===== config.mk =====
export PLATFORM = sky130hd
export DESIGN_NAME = sorted_ram_loader
export DESIGN_NICKNAME = d
export VERILOG_FILES = /design/src/rtl/sorted_ram_loader.sv
export SDC_FILE = /design/constraint.sdc
export NUM_CORES = 1
export LEC_CHECK = 0
export BUFFER_PORTS_ARGS = -buffer_cell sky130_fd_sc_hd__buf_2
export CAP_MARGIN = 5
export CORE_MARGIN = 4
export CORE_UTILIZATION = 58
export CTS_CLUSTER_DIAMETER = 30
export CTS_CLUSTER_SIZE = 30
export DETAILED_ROUTE_END_ITERATION = 10
export GPL_TIMING_DRIVEN = 0
export PLACE_DENSITY_LB_ADDON = 0.12
export SYNTH_ARGS = -nofsm -noshare
export SYNTH_HDL_FRONTEND = slang
export SYNTH_SLANG_ARGS = --single-unit
export TNS_END_PERCENT = 20

===== constraint.sdc =====
create_clock -name clk_i -period 27.9 [get_ports clk_i]
set_clock_uncertainty 0.1 [all_clocks]
set_input_delay 2.79 -clock clk_i [delete_from_list [all_inputs] [get_ports clk_i]]
set_output_delay 2.79 -clock clk_i [all_outputs]
set_load 0.02 [all_outputs]

===== src/rtl/sorted_ram_loader.sv =====
// sorted_ram_loader
// Keeps up to 32 unsigned 8-bit values in non-decreasing order. It inserts each new value
// by moving a hole downwards one slot per cycle. A registered read port exposes the array
// as the lookup memory for the binary-search engine.
//
// Ports:
//   clk_i       system clock, rising edge
//   rst_i       asynchronous active-high reset (clears array, count, state)
//   clear_i     synchronous empty request; drops any pending insertion, array untouched
//   in_valid_i  in_data_i holds a value to insert
//   in_data_i   8-bit unsigned value
//   in_ready_o  a value can be accepted this cycle
//   rd_addr_i   5-bit read location
//   rd_data_o   registered mem[rd_addr_i]
//   count_o     number of valid entries (0..32)
//   full_o      count_o == 32
//   busy_o      insertion in progress, array contents not stable
module sorted_ram_loader (
    input  logic       clk_i,
    input  logic       rst_i,
    input  logic       clear_i,
    input  logic       in_valid_i,
    input  logic [7:0] in_data_i,
    output logic       in_ready_o,
    input  logic [4:0] rd_addr_i,
    output logic [7:0] rd_data_o,
    output logic [5:0] count_o,
    output logic       full_o,
    output logic       busy_o
);

    typedef enum logic [0:0] {StIdle, StInsert} state_e;

    state_e      state_q, state_d;
    logic [7:0]  mem_q [32];
    logic [7:0]  v_q, v_d;
    logic [4:0]  p_q, p_d;
    logic [5:0]  count_q, count_d;
    logic [7:0]  rd_data_q;

    logic        wr_en;
    logic [7:0]  wr_val;
    logic [7:0]  prev_val;

    // Entry just below the hole; only meaningful when p_q != 0.
    assign prev_val = mem_q[p_q - 5'd1];

    // State and datapath registers.
    always_ff @(posedge clk_i or posedge rst_i) begin
        if (rst_i) begin
            state_q   <= StIdle;
            v_q       <= '0;
            p_q       <= '0;
            count_q   <= '0;
            rd_data_q <= '0;
            for (int i = 0; i < 32; i++) begin
                mem_q[i] <= '0;
            end
        end else begin
            state_q   <= state_d;
            v_q       <= v_d;
            p_q       <= p_d;
            count_q   <= count_d;
            rd_data_q <= mem_q[rd_addr_i];
            if (wr_en) begin
                mem_q[p_q] <= wr_val;
            end
        end
    end

    // Next-state and insertion step.
    always_comb begin
        state_d = state_q;
        v_d     = v_q;
        p_d     = p_q;
        count_d = count_q;
        wr_en   = 1'b0;
        wr_val  = v_q;
        if (clear_i) begin
            count_d = '0;
            state_d = StIdle;
        end else begin
            unique case (state_q)
                StIdle: begin
                    if (in_valid_i && in_ready_o) begin
                        v_d     = in_data_i;
                        p_d     = count_q[4:0];
                        state_d = StInsert;
                    end
                end
                StInsert: begin
                    // <= keeps equal values in arrival order.
                    if (p_q == 5'd0 || prev_val <= v_q) begin
                        wr_en   = 1'b1;
                        wr_val  = v_q;
                        count_d = count_q + 6'd1;
                        state_d = StIdle;
                    end else begin
                        wr_en   = 1'b1;
                        wr_val  = prev_val;
                        p_d     = p_q - 5'd1;
                    end
                end
            endcase
        end
    end

    // Outputs, decoded from registered state only.
    always_comb begin
        full_o     = (count_q == 6'd32);
        busy_o     = (state_q == StInsert);
        in_ready_o = (state_q == StIdle) && !full_o;
        count_o    = count_q;
        rd_data_o  = rd_data_q;
    end

endmodule


==> results.py <==
metrics = {
    "status": {
        "status": "finished clean",
    },
    "floorplan": {
        "design.die.area_um2": 29700,
        "io_pins": 34,
        "core_um2": 26280,
        "rows": 59,
        "initial_core_util_pct": 59.59,
        "die_y_um": 172.3,
        "die_x_um": 172.3,
    },
    "timing": {
        "setup_ws_ns": 21.51,
        "rsz0062_at_grt": "false",
        "worst_pin_slew_ns": 1.019,
        "hold_viol": 0,
        "drv_slew": 0,
        "tns_ns": 0,
        "slew_headroom_pct": 32.05,
        "min_period_ns": 6.392,
        "period_share_pct": 22.91,
        "setup_viol": 0,
        "fmax_mhz": 156.4,
    },
    "grt": {
        "grt_pass1_vias": 12090,
        "grt_max_degree": 128,
        "overflow": 0,
        "antenna_found_initial": 1,
        "grtUsageTotal_pct": 34.41,
        "grt_pass1_wl_um": 75460,
    },
    "critical_path": {
        "cp-start-kind": "register",
        "cpPeakStageDelay_ns": 0.59,
        "crit_path_frequent_cell": "buf_6",
        "reg2regPathDepth": 20,
        "crit_chain": "buf_6 > buf_6 > buf_6 > inv_1 > ha_1 > buf_2 > buf_2 > mux4_2 > mux2i_1 > o21ai_0 > and4_1 > ha_1 > nor2b_1 > o211ai_1 > a21o_1 > a2111oi_4 > buf_6 > mux2i_4 > buf_6 > a21oi_1",
        "path_buf_inv": 8,
        "crit_path_end_kind": "register",
        "crit_cells": 20,
        "arrival_ns": 6.70,
        "crit_path_max_fanout": 10,
        "path_class": "reg2reg",
        "crit-reg2reg-launch": "p_q[0]$_DFFE_PP0P_",
        "crit_start": "p_q[0]$_DFFE_PP0P_",
        "cp_top_family": "buffers and inverters",
        "critPathSlowestCell": "a2111oi_4",
        "worstPathRequired_ns": 28.21,
    },
    "power_and_ir_drop": {
        "cellPowerDensity_nw_per_um2": 140.5,
        "ir_worst_vdd_mv": 0.07691,
        "p_total_mw": 2.634,
        "leakagePower_nw": 7.865,
    },
    "clocking": {
        "clock_path_buffers": 3,
        "cts_setup_buffers": 0,
        "ctsRootBufferMaster": "clkbuf_16",
        "hold_buffers": 0,
        "path_clk_slew_ns": 0.05,
        "cts_tree": "done",
        "clock_latency_ns": 0.56,
        "clkSinkCount": 284,
        "cts-buffers-inserted": 67,
        "h-tree-depth": 3,
        "cts_resized": 0,
    },
    "placement": {
        "routabilityCongestion": 0.9455,
        "post-dp-hpwl_um": 33660,
        "io_buffer_count": 27,
        "preCtsSetupSlack_ns": 21.69,
    },
    "logic_synthesis": {
        "synth_top_cell_area_share_pct": 45.38,
        "synth_cells": 1314,
        "ys_types": 52,
        "yosysWarnings": 0,
        "syn-num-nets": 1346,
        "synth.avg_cell_area_um2": 11.92,
        "synth_top_area_cell": "dfrtp_1",
        "synth_area_leaders": "dfrtp_1 45%, mux4_2 21%, a21oi_2 7.8%",
        "syn-cell-area_um2": 15660,
        "synth_edf_count": 0,
        "synth_seq_cells": 284,
        "async_reset_ff_share_pct": 100.0,
        "ys_seq_area_share_pct": 45.38,
        "synth-main-ff-cell": "dfrtp_1",
    },
    "worst_hold_path": {
        "holdPathStages": 2,
        "hold_start": "mem_q[51]$_DFFE_PP0P_",
        "hp-class": "reg2reg",
    },
    "final_layout": {
        "final_cell_mix": "287 x nor2_1, 284 x dfrtp_1, 144 x mux4_2",
        "final_common_cell": "nor2_1",
        "nets": 1444,
        "fillers": 1808,
        "syn2layout_area_growth_pct": 19.69,
        "diodes": 0,
        "drive_gt1_share_pct": 35.36,
    },
    "routing": {
        "drtPass1Iterations": 5,
        "ant_nets": 0,
        "vias": 12140,
        "viasPerCell": 6.745,
        "drt_wl_total_um": 49750,
        "drtIter0Drc": 1631,
        "drc": 0,
        "wl_per_cell_um": 27.64,
    },
    "job": {
        "cap_violations": 0,
    },
}
==> stage by stage <==
| stage | cell area, µm² | hold slack, ns | util, % | std cells |
|---|---|---|---|---|
| after detailed placement | 16280 | 0.4171 | 61.94 | 1678 |
| after floorplan | 15660 | 0.3608 | - | 1314 |
| after global routing | 18750 | 0.4551 | 71.33 | 1800 |
| after CTS | 18750 | 0.4297 | 71.33 | 1800 |
| final | 18750 | 0.4333 | 71.33 | 1800 |
| after global placement | 16220 | 0.4053 | 61.70 | 1676 |
==> synth_stat cells, types with 5 or more instances <==
| master | number |
|---|---|
| buf_1 | 5 |
| o21ai_0 | 41 |
| dfrtp_1 | 284 |
| nor2_1 | 287 |
| mux2i_1 | 25 |
| inv_1 | 18 |
| clkbuf_1 | 40 |
| mux4_2 | 144 |
| a21oi_1 | 117 |
| buf_4 | 7 |
| nand3_1 | 13 |
| o31ai_1 | 5 |
| a21oi_2 | 140 |
| nand2_1 | 42 |
| mux2_2 | 9 |
| buf_6 | 29 |
| buf_2 | 24 |
| o21ai_1 | 5 |
| ha_1 | 15 |
==> sequential cells by signal, summed over array words and instances, names as in the netlist <==
signal,count
v_q,8
mem_q,256
p_q,5
rd_data_o,8
count_o,6
busy_o,1
==> report_power, final <==
part / total (mW) / internal (mW) / switching [mW]
Clock: 0.855 / 0.601 / 0.254
Combinational: 1.09 / 0.443 / 0.642
Sequential: 0.693 / 0.565 / 0.128
Total: 2.63 / 1.61 / 1.02
==> worst min-delay path: stages, from the launching register on <==
cell and delay (ns):
dfrtp_1 0.35, nor2_1 0.06, a21oi_2 0.09
==> final cells by class <==
class / instances / area [µm²] / area share (%)
Clock buffer: 83 / 1849 / 9.865
Sequential cell: 284 / 7107 / 37.91
Multi-Input combinational cell: 907 / 7819 / 41.71
Buffer: 105 / 668.1 / 3.564
Inverter: 18 / 75.07 / 0.4005
Clock inverter: 39 / 618.1 / 3.297
Timing Repair Buffer: 29 / 190.2 / 1.015
Tap cell: 335 / 419.2 / 2.236
==> path summary, 6_finish.rpt <==
kind / to / slack (ns)
max: mem_q[2]$_DFFE_PP0P_ / 21.51
min: mem_q[51]$_DFFE_PP0P_ / 0.43
max reg2reg: mem_q[2]$_DFFE_PP0P_ / 21.51
min reg2reg: mem_q[51]$_DFFE_PP0P_ / 0.43
max in group asynchronous: mem_q[127]$_DFFE_PP0P_ / 24.04
min in group asynchronous: count_o[2]$_DFFE_PP0P_ / 2.15
==> cell families after synthesis <==
kind of cell | after synthesis | share of synthesized area [%]
mux | 185 | 23.79
fa+ha+maj | 15 | 1.198
xor+xnor | 3 | 0.2158
buf+inv | 123 | 4.698
compound gates | 328 | 14.74
simple gates | 376 | 9.978
flops | 284 | 45.38
==> metal layers <==
layer	up-vias	global-route usage (%)	part of all wire, %
met4	0	15.48	5.1
met3	171	10.65	11
met2	801	52.13	46
li1	5025	-	-
met5	-	0	0
met1	6144	46.26	38
(Power assumes the default switching activity.)
